## config.mk

```make
export PLATFORM = sky130hd
export DESIGN_NAME = wb_write_arbiter
export DESIGN_NICKNAME = d
export VERILOG_FILES = /design/src/rtl/wb_write_arbiter_pkg.sv /design/src/rtl/wb_fifo.sv /design/src/rtl/wb_write_arbiter.sv
export SDC_FILE = /design/constraint.sdc
export NUM_CORES = 1
export LEC_CHECK = 0
export ABC_AREA = 1
export CELL_PAD_IN_SITES_DETAIL_PLACEMENT = 1
export CELL_PAD_IN_SITES_GLOBAL_PLACEMENT = 2
export CORE_AREA = 4 4 160 162
export DETAILED_ROUTE_END_ITERATION = 8
export DIE_AREA = 0 0 164 166
export PLACE_DENSITY_LB_ADDON = 0.15
export SLEW_MARGIN = 5
export SYNTH_ARGS = -nofsm -noshare
export SYNTH_HDL_FRONTEND = slang
export SYNTH_HIERARCHICAL = 1
export SYNTH_SLANG_ARGS = --single-unit
```

## constraint.sdc

```tcl
create_clock -name Clock -period 4.6 [get_ports Clock]
set_clock_uncertainty 0.05 [all_clocks]
set_input_delay 0.46 -clock Clock [delete_from_list [all_inputs] [get_ports Clock]]
set_output_delay 0.46 -clock Clock [all_outputs]
set_load 0.1 [all_outputs]
```

## src/rtl/wb_write_arbiter_pkg.sv

```systemverilog
// Shared widths, the write-record type and small helpers for the writeback arbiter.
package wb_write_arbiter_pkg;

    localparam int REG_ADDR_W = 5;
    localparam int DATA_W = 32;
    localparam logic [REG_ADDR_W-1:0] REG_ZERO = 5'd0;

    typedef struct packed {
        logic [REG_ADDR_W-1:0] rd;
        logic [DATA_W-1:0]     data;
    } wbWrite_t;

    // Writes to r0 are architecturally dropped, so they never count as real work.
    function automatic logic isRealReg(input logic [REG_ADDR_W-1:0] addr);
        return addr != REG_ZERO;
    endfunction

endpackage

```

## src/rtl/wb_fifo.sv

```systemverilog
// In-order buffer for long-latency results; exposes per-entry valid bits and
// destination registers so the parent can report pending writes.
module wb_fifo
    import wb_write_arbiter_pkg::*;
#(
    parameter int DEPTH = 4
) (
    input  logic                             Clock,
    input  logic                             Reset_n,
    input  logic                             push,
    input  wbWrite_t                         pushEntry,
    input  logic                             pop,
    output wbWrite_t                         headEntry,
    output logic                             full,
    output logic                             empty,
    output logic [DEPTH-1:0]                 entryValid,
    output logic [DEPTH-1:0][REG_ADDR_W-1:0] entryRd
);

    localparam int PTR_W = $clog2(DEPTH);
    localparam int CNT_W = PTR_W + 1;

    wbWrite_t          mem [DEPTH];
    logic [PTR_W-1:0]  wrPtr;
    logic [PTR_W-1:0]  rdPtr;
    logic [CNT_W-1:0]  count;
    logic              doPush;
    logic              doPop;

    assign full   = count == CNT_W'(DEPTH);
    assign empty  = count == '0;
    assign doPush = push && !full;
    assign doPop  = pop && !empty;
    assign headEntry = mem[rdPtr];

    always_ff @(posedge Clock or negedge Reset_n) begin
        if (!Reset_n) begin
            wrPtr <= '0;
            rdPtr <= '0;
            count <= '0;
        end else begin
            if (doPush) wrPtr <= wrPtr + 1'b1;
            if (doPop)  rdPtr <= rdPtr + 1'b1;
            case ({doPush, doPop})
                2'b10:   count <= count + 1'b1;
                2'b01:   count <= count - 1'b1;
                default: count <= count;
            endcase
        end
    end

    always_ff @(posedge Clock) begin
        if (doPush) mem[wrPtr] <= pushEntry;
    end

    // An entry is live when its distance from the read pointer is below the count.
    always_comb begin
        entryValid = '0;
        entryRd    = '0;
        for (int i = 0; i < DEPTH; i++) begin
            entryRd[i]    = mem[i].rd;
            entryValid[i] = CNT_W'(PTR_W'(PTR_W'(i) - rdPtr)) < count;
        end
    end

endmodule

```

## src/rtl/wb_write_arbiter.sv

```systemverilog
// Register-file write-port arbiter: pipeline writes win, long results queue in wb_fifo.
// Optional starvation guard enabled by defining WB_STARVE_GUARD_EN.
module wb_write_arbiter
    import wb_write_arbiter_pkg::*;
#(
    parameter int DEPTH        = 4,
    parameter int STARVE_LIMIT = 8
) (
    input  logic                  Clock,
    input  logic                  Reset_n,
    input  logic                  AluValid,
    input  logic [REG_ADDR_W-1:0] AluRd,
    input  logic [DATA_W-1:0]     AluData,
    input  logic                  LongValid,
    input  logic [REG_ADDR_W-1:0] LongRd,
    input  logic [DATA_W-1:0]     LongData,
    output logic                  LongReady,
    output logic                  RegWrite,
    output logic [REG_ADDR_W-1:0] rd,
    output logic [DATA_W-1:0]     InputData,
    input  logic [REG_ADDR_W-1:0] QueryRs,
    input  logic [REG_ADDR_W-1:0] QueryRt,
    output logic                  RsPending,
    output logic                  RtPending,
    output logic                  LongStarve,
    output logic                  Full,
    output logic                  Empty
);

    logic                             aluWins;
    logic                             longPush;
    logic                             longPop;
    wbWrite_t                         headEntry;
    logic [DEPTH-1:0]                 entryValid;
    logic [DEPTH-1:0][REG_ADDR_W-1:0] entryRd;
    logic                             rsQueued;
    logic                             rtQueued;

    assign aluWins   = AluValid && isRealReg(AluRd);
    assign LongReady = !Full;
    // r0 long results are accepted (handshake completes) but dropped here.
    assign longPush  = LongValid && LongReady && isRealReg(LongRd);
    assign longPop   = !aluWins && !Empty;

    wb_fifo #(.DEPTH(DEPTH)) fifo (
        .Clock      (Clock),
        .Reset_n    (Reset_n),
        .push       (longPush),
        .pushEntry  ('{rd: LongRd, data: LongData}),
        .pop        (longPop),
        .headEntry  (headEntry),
        .full       (Full),
        .empty      (Empty),
        .entryValid (entryValid),
        .entryRd    (entryRd)
    );

    always_ff @(posedge Clock or negedge Reset_n) begin
        if (!Reset_n) begin
            RegWrite  <= 1'b0;
            rd        <= REG_ZERO;
            InputData <= '0;
        end else if (aluWins) begin
            RegWrite  <= 1'b1;
            rd        <= AluRd;
            InputData <= AluData;
        end else if (!Empty) begin
            RegWrite  <= 1'b1;
            rd        <= headEntry.rd;
            InputData <= headEntry.data;
        end else begin
            RegWrite  <= 1'b0;
        end
    end

    always_comb begin
        rsQueued = 1'b0;
        rtQueued = 1'b0;
        for (int i = 0; i < DEPTH; i++) begin
            if (entryValid[i] && entryRd[i] == QueryRs) rsQueued = 1'b1;
            if (entryValid[i] && entryRd[i] == QueryRt) rtQueued = 1'b1;
        end
    end

    assign RsPending = isRealReg(QueryRs) && (rsQueued || (RegWrite && rd == QueryRs));
    assign RtPending = isRealReg(QueryRt) && (rtQueued || (RegWrite && rd == QueryRt));

`ifdef WB_STARVE_GUARD_EN
    localparam int STARVE_W = $clog2(STARVE_LIMIT + 1);

    logic [STARVE_W-1:0] starveCount;

    // Counts cycles the queue head loses to the pipeline; saturates at the limit.
    always_ff @(posedge Clock or negedge Reset_n) begin
        if (!Reset_n) begin
            starveCount <= '0;
        end else if (Empty || longPop) begin
            starveCount <= '0;
        end else if (aluWins && starveCount < STARVE_W'(STARVE_LIMIT)) begin
            starveCount <= starveCount + 1'b1;
        end
    end

    assign LongStarve = starveCount >= STARVE_W'(STARVE_LIMIT);
`else
    assign LongStarve = 1'b0;
`endif

endmodule

```

# --- After elaboration in Yosys (flattened, before gate mapping) ---
# Memories as Yosys holds them, arrays and structs flattened.
# Cells that the tools add are included.
word_totals:
  mem_bits_rw: 148
  mem_count: 1
  reg_bits: 45
op_classes:
  eq_ne: 14
  n_reduce_logical: 29
  mux: 17
  magnitude_cmp: 4
  n_addsub: 8
mem_list:
  columns: ["name", "words", "width", "rd", "rd_ports_with_merged_regs", "write_ports", "line", "source"]
  rows:
  - ["fifo.mem", 4, 37, 5, 0, 1, "wb_fifo.sv:23", "wbWrite_t mem [DEPTH];"]
op_table:
  columns: ["cell", "count"]
  rows:
  - ["32-bit two-way mux", 2]
  - ["5-bit == test", 10]
  - ["5-bit nonzero test", 4]
  - ["1-bit logical AND", 18]
  - ["2-bit by 3-bit < comparator with 1-bit output", 4]
  - ["1-bit two-way mux", 12]
  - ["5-bit two-way mux", 2]
  - ["3-bit case mux with 2 select lines", 1]
  - ["2-bit by 1-bit adder with 2-bit output (second input constant)", 2]
  - ["1-bit by 2-bit subtractor with 2-bit output (first input constant)", 2]
  - ["2-bit subtractor (first input constant)", 2]
  - ["3-bit by 1-bit adder with 3-bit output (second input constant)", 1]
  - ["3-bit == test (second input constant)", 1]
  - ["1-bit zero test", 3]
  - ["3-bit zero test", 1]
  - ["3-bit by 1-bit subtractor with 3-bit output (second input constant)", 1]
  - ["2-bit by 1-bit == test with 1-bit output (second input constant)", 1]
  - ["2-bit == test (second input constant)", 1]
  - ["1-bit logical OR", 2]
  - ["2-bit by 1-bit != test with 1-bit output (second input constant)", 1]
  - ["2-bit nonzero test", 1]

# --- Longest topological paths before layout ---
depth:
  word_depth: 9
  mapped_depth: 16
  mapped_depth_nobuf: 15

# --- Cells and area by module ---
# The synthesis kept the hierarchy.
modules_own_cells:
  columns: ["mod", "instances", "cells_per_inst", "seq_area_each_um2", "area_each_um2"]
  rows:
  - ["wb_fifo", 1, 460, 4619.4, 6521.3]
  - ["wb_write_arbiter", 1, 415, 950.9, 2556.2]

# --- Least setup slack after synthesis ---
# OpenSTA, ideal clock, no wires.
synth_timing:
  kind: "flip-flop to flip-flop"
  from: "register fifo.count[1]"
  to: "memory fifo/mem[0][0] (netlist bit), enable pin"
  path_buffers: 0
  slack_ns: 0.385
  period_less_slack_ns: 4.215
  arrival_ns: 3.734
  stages_incl_launch_ff: 9
  required_time_ns: 4.119
  setup_time_ns: 0.431
  path_cell_list: "dfrtp_1 inv_1 nand3_1 inv_1 inv_1 nand3_1 inv_1 nand2_2 nor2_1"
synth_between:
  elab_chain_len: 7
synth_rtl:
  columns: ["element", "line", "source"]
  rows:
  - ["start, declared", "wb_fifo.sv:26", "logic [CNT_W-1:0] count;"]
  - ["start signal, assigned", "wb_fifo.sv:45", "2'b10: count <= count + 1'b1;"]
  - ["start signal, assigned", "wb_fifo.sv:46", "2'b01: count <= count - 1'b1;"]
  - ["start signal, assigned", "wb_fifo.sv:47", "default: count <= count;"]
  - ["3-bit == test", "wb_fifo.sv:30", "assign full = count == CNT_W'(DEPTH);"]
  - ["named net Full", "wb_write_arbiter.sv:26", "output logic Full,"]
  - ["1-bit zero test", "wb_write_arbiter.sv:40", "assign LongReady = !Full;"]
  - ["named net LongReady", "wb_write_arbiter.sv:17", "output logic LongReady,"]
  - ["1-bit logical AND (2 in a row)", "wb_write_arbiter.sv:42", "assign longPush = LongValid && LongReady && isRealReg(LongRd);"]
  - ["named net longPush", "wb_write_arbiter.sv:31", "logic longPush;"]
  - ["1-bit logical AND", "wb_fifo.sv:32", "assign doPush = push && !full;"]
  - ["1-bit two-way mux", "wb_fifo.sv:53", "if (doPush) mem[wrPtr] <= pushEntry;"]
  - ["1-bit two-way mux (not written as such)", "wb_fifo.sv:53", null]
  - ["end, declared", "wb_fifo.sv:23", null]
# The timed path passes the listed nets, and every way through them passes these cells.

# --- Worst setup path after layout ---
layout_timing:
  from: "register fifo.rdPtr[1]"
  to: "output RtPending"
layout_between:
  elab_chain_len: 9
layout_rtl:
  columns: ["element", "line", "source"]
  rows:
  - ["start, declared", "wb_fifo.sv:25", "logic [PTR_W-1:0] rdPtr;"]
  - ["start signal, assigned", "wb_fifo.sv:43", "if (doPop) rdPtr <= rdPtr + 1'b1;"]
  - ["1-bit by 2-bit subtractor with 2-bit output", "wb_fifo.sv:62", "entryValid[i] = CNT_W'(PTR_W'(PTR_W'(i) - rdPtr)) < count;"]
  - ["2-bit by 3-bit < comparator with 1-bit output", "wb_fifo.sv:62", null]
  - ["named net entryValid[0]", "wb_write_arbiter.sv:34", "logic [DEPTH-1:0] entryValid;"]
  - ["1-bit logical AND", "wb_write_arbiter.sv:81", "if (entryValid[i] && entryRd[i] == QueryRt) rtQueued = 1'b1;"]
  - ["1-bit two-way mux (4 in a row)", "wb_write_arbiter.sv:81", null]
  - ["1-bit logical OR", "wb_write_arbiter.sv:86", "assign RtPending = isRealReg(QueryRt) && (rtQueued || (RegWrite && rd == QueryRt));"]
  - ["1-bit logical AND", "wb_write_arbiter.sv:86", null]
  - ["end, declared", "wb_write_arbiter.sv:24", "output logic RtPending,"]
# The timed path passes the listed nets, and every way through them passes these cells.

==> impl_summary.log <==
INFO  metric post_synth_and_or_nand_nor_area_fraction = 0.270
INFO  metric timing.rr.start = fifo/rdPtr[1]
INFO  metric grt_pass1_vias = 6,953
INFO  metric yosysWarningCount = 6
INFO  metric post_drt_wl_per_cell = 19.2 microns
INFO  metric globalRouteOverflowTotal = 0
INFO  metric leakagePower = 0.00433 uW
INFO  metric die-area = 27,200 sq um
INFO  metric run_status = completed
INFO  metric clock_latency = 0.43 ns
INFO  metric track_usage = 0.189
INFO  metric max_clock_freq = 274 MHz
INFO  metric post_synth_xor_area_fraction = 0.00965
INFO  metric drcViolationCount = 0
INFO  metric synth-compound-area-share = 0.0157
INFO  metric worstRegToRegCells = 7
INFO  metric ir_drop = 0.000402 V
INFO  metric ff2ff_setup_slack = 1.80 ns
INFO  metric via_per_inst = 5.00
INFO  metric finish.net_count = 1,071
INFO  metric route.vias.total = 6,545
INFO  metric slew_headroom = 0.306
INFO  metric rsz0062_at_grt = false
INFO  metric ys_types = 30
INFO  metric clock_slew_seen_by_the_registers_of_the_worst_setup_and_hold_paths = 0.08 ns
INFO  metric layout.cells.most_common_list = 251 x sky130_fd_sc_hd__nand2_1, 148 x sky130_fd_sc_hd__edfxtp_1, 130 x sky130_fd_sc_hd__nand3_1
INFO  metric synth_area_per_cell = 10.4 sq um
INFO  metric finalCoreUtilization = 0.459
INFO  metric fin_setup_tns = 0 ns
INFO  metric max_root_sink_buffers = 2
INFO  metric worstPathArrival = 3.14 ns
INFO  metric cts_hold_repair.buffers = 0
INFO  metric cts_inserted_buffers = 17
INFO  metric area_delta_synth_final = 22.0%
INFO  metric finalWeightedCongestion = 0.849
INFO  metric place_hpwl = 16,800 microns
INFO  metric seq_area_frac_synth = 0.614
INFO  metric root_buffer = sky130_fd_sc_hd__clkbuf_16
INFO  metric antenna_cells_inserted = 0
INFO  metric synth_top_family_by_area = simple AND/OR/NAND/NOR gates
INFO  metric critPathMaxFanout = 21
INFO  metric grt_max_degree = 71
INFO  metric post_synth_instance_area = 9080 sq um
INFO  metric critical_path_start_end_classification = reg2out
INFO  metric crit_required = 4.09 ns
INFO  metric instances_no_fill = 1,310
INFO  metric synth_fa_ha_area_frac = 0.0146
INFO  metric pwrdens = 696 nW/um^2
INFO  metric cp-end-kind = primary output
INFO  metric initial_core_util = 0.377
INFO  metric post-place-cells = 1,278
INFO  metric core-area = 24,100 sq um
INFO  metric finalSetupViolCount = 0
INFO  metric layout-drive-gt1-share = 0.103
INFO  metric synth.mux.area_fraction = 0
INFO  metric finalHoldViolations = 0
INFO  metric most_frequent_standard_cell_in_the_layout_excluding_fill_and_tap_cells = sky130_fd_sc_hd__nand2_1
INFO  metric max_cap_violations = 0
INFO  metric tritoncts = built
INFO  metric post_cts.repair.setup_buffers = 0
INFO  metric mapped_cells = 875
INFO  metric die_height = 166 microns
INFO  metric placementRows = 57
INFO  metric worst-slew-pin-transition = 1.04 ns
INFO  metric drt_iter0_drc = 331
INFO  metric synth_fp_nets = 973
INFO  metric min-delay-path-class = in2async
INFO  metric grt_pass1_wl = 39,500 microns
INFO  metric count_of_pins_on_the_block_boundary = 132
INFO  metric slew_viol_final = 0
INFO  metric final_min_period_over_clock_period = 0.794
INFO  metric htreeDepth = 4
INFO  metric flops_latches_synth = 193
INFO  metric detailedRoute.firstPassIterationCount = 4
INFO  metric antenna_found_initial = 1
INFO  metric postRouteWirelength = 25,100 microns
INFO  metric port-buffer-count = 130
INFO  metric endpoint_of_the_lowest_slack_register_to_register_path = rd[4]
INFO  metric cts-resized-gates = 0
INFO  metric worstSetupStartpointType = flip-flop
INFO  metric period_needed = 3.65 ns
INFO  metric route.antenna.remaining_nets = 0
INFO  metric die_width = 164 microns
INFO  metric clock-sinks = 193
-- power breakdown --
part | internal [uW] | switching (uW)
clock | 754 | 770
sequential | 2350 | 254
combinational | 902 | 2680
total | 4000 | 3710
-- worst max path at each step --
stage | start | endpoint | slack, ns | cells after the start
floorplan | fifo/count[1] | fifo/mem[0][0] | 0.38 | 8
detailed placement | fifo/rdPtr[1] | RtPending | 1.41 | 14
global route | fifo/rdPtr[1] | RsPending | 0.62 | 13
global placement | fifo/rdPtr[1] | RtPending | 1.43 | 14
finish | fifo/rdPtr[1] | RtPending | 0.95 | 13
CTS | fifo/rdPtr[1] | RtPending | 0.92 | 14
-- cells in the mapped netlist (all sizes together) --
cell type | instances | area [sq um]
a21boi | 2 | 15.0
a21oi | 1 | 5.00
buf | 58 | 454
clkbuf | 6 | 26.3
conb | 1 | 3.75
dfrtp | 45 | 1130
edfxtp | 148 | 4440
fa | 1 | 20.0
ha | 9 | 113
inv | 55 | 206
nand2 | 256 | 973
nand3 | 165 | 1000
nand4 | 38 | 238
nor2 | 54 | 221
nor3 | 4 | 20.0
o211ai | 5 | 37.5
o21ai | 17 | 85.1
xnor2 | 1 | 8.76
xor2 | 9 | 78.8
-- registers in the layout (all words and copies together) (netlist names) --
| register | flops |
|---|---|
| InputData | 32 |
| RegWrite | 1 |
| fifo/count | 3 |
| fifo/mem | 148 |
| fifo/rdPtr | 2 |
| fifo/wrPtr | 2 |
| rd | 5 |
-- kinds of logic (layout without fill, tap and decap cells) --
group,count (synthesis),count (layout)
buf+inv,119,230
other cells,1,1
simple gates,517,517
fa+ha+maj,10,10
xor+xnor,10,10
flops,193,193
compound gates,25,25
-- cell type report --
type	instances	area, sq um
Fill cell	2713	13000
Multi-Input combinational cell	563	2860
Sequential cell	193	5570
Timing Repair Buffer	143	1410
Clock inverter	15	193
Inverter	55	208
Clock buffer	17	425
Tap cell	324	405
-- metal layers --
metal  GRT usage  part of all wire  vias to the layer above
li1            -                 -                     3154
met1       0.235              0.43                     3248
met2       0.339              0.52                      122
met3      0.0375             0.039                       19
met4      0.0441             0.010                        2
met5           0           0.00080                        -
-- critical path, cell delays in order, from the launching register on --
cell	delay, ns
sky130_fd_sc_hd__dfrtp_1	0.89
sky130_fd_sc_hd__clkinv_2	0.22
sky130_fd_sc_hd__nand2_2	0.11
sky130_fd_sc_hd__nand2_2	0.08
sky130_fd_sc_hd__ha_1	0.27
sky130_fd_sc_hd__a21boi_1	0.13
sky130_fd_sc_hd__o21ai_1	0.17
sky130_fd_sc_hd__o21ai_0	0.10
sky130_fd_sc_hd__nor2_1	0.12
sky130_fd_sc_hd__nand3_1	0.08
sky130_fd_sc_hd__nand2_1	0.10
sky130_fd_sc_hd__nor2_1	0.07
sky130_fd_sc_hd__nor2_1	0.17
sky130_fd_sc_hd__buf_12	0.20
-- stage by stage --
stage               hold WS, ns  setup WS, ns  total power (uW)  instance area [sq um]
finish                   0.0670         0.947              7710                  11100
global route             0.0946         0.618              8180                  11100
CTS                      0.0830         0.916              7820                  11100
detailed placement        0.425          1.41              6270                  10500
global placement          0.415          1.43              6240                  10500
floorplan                 0.114         0.385              5340                   9080
No activity file was read; power rests on OpenSTA's default activity.
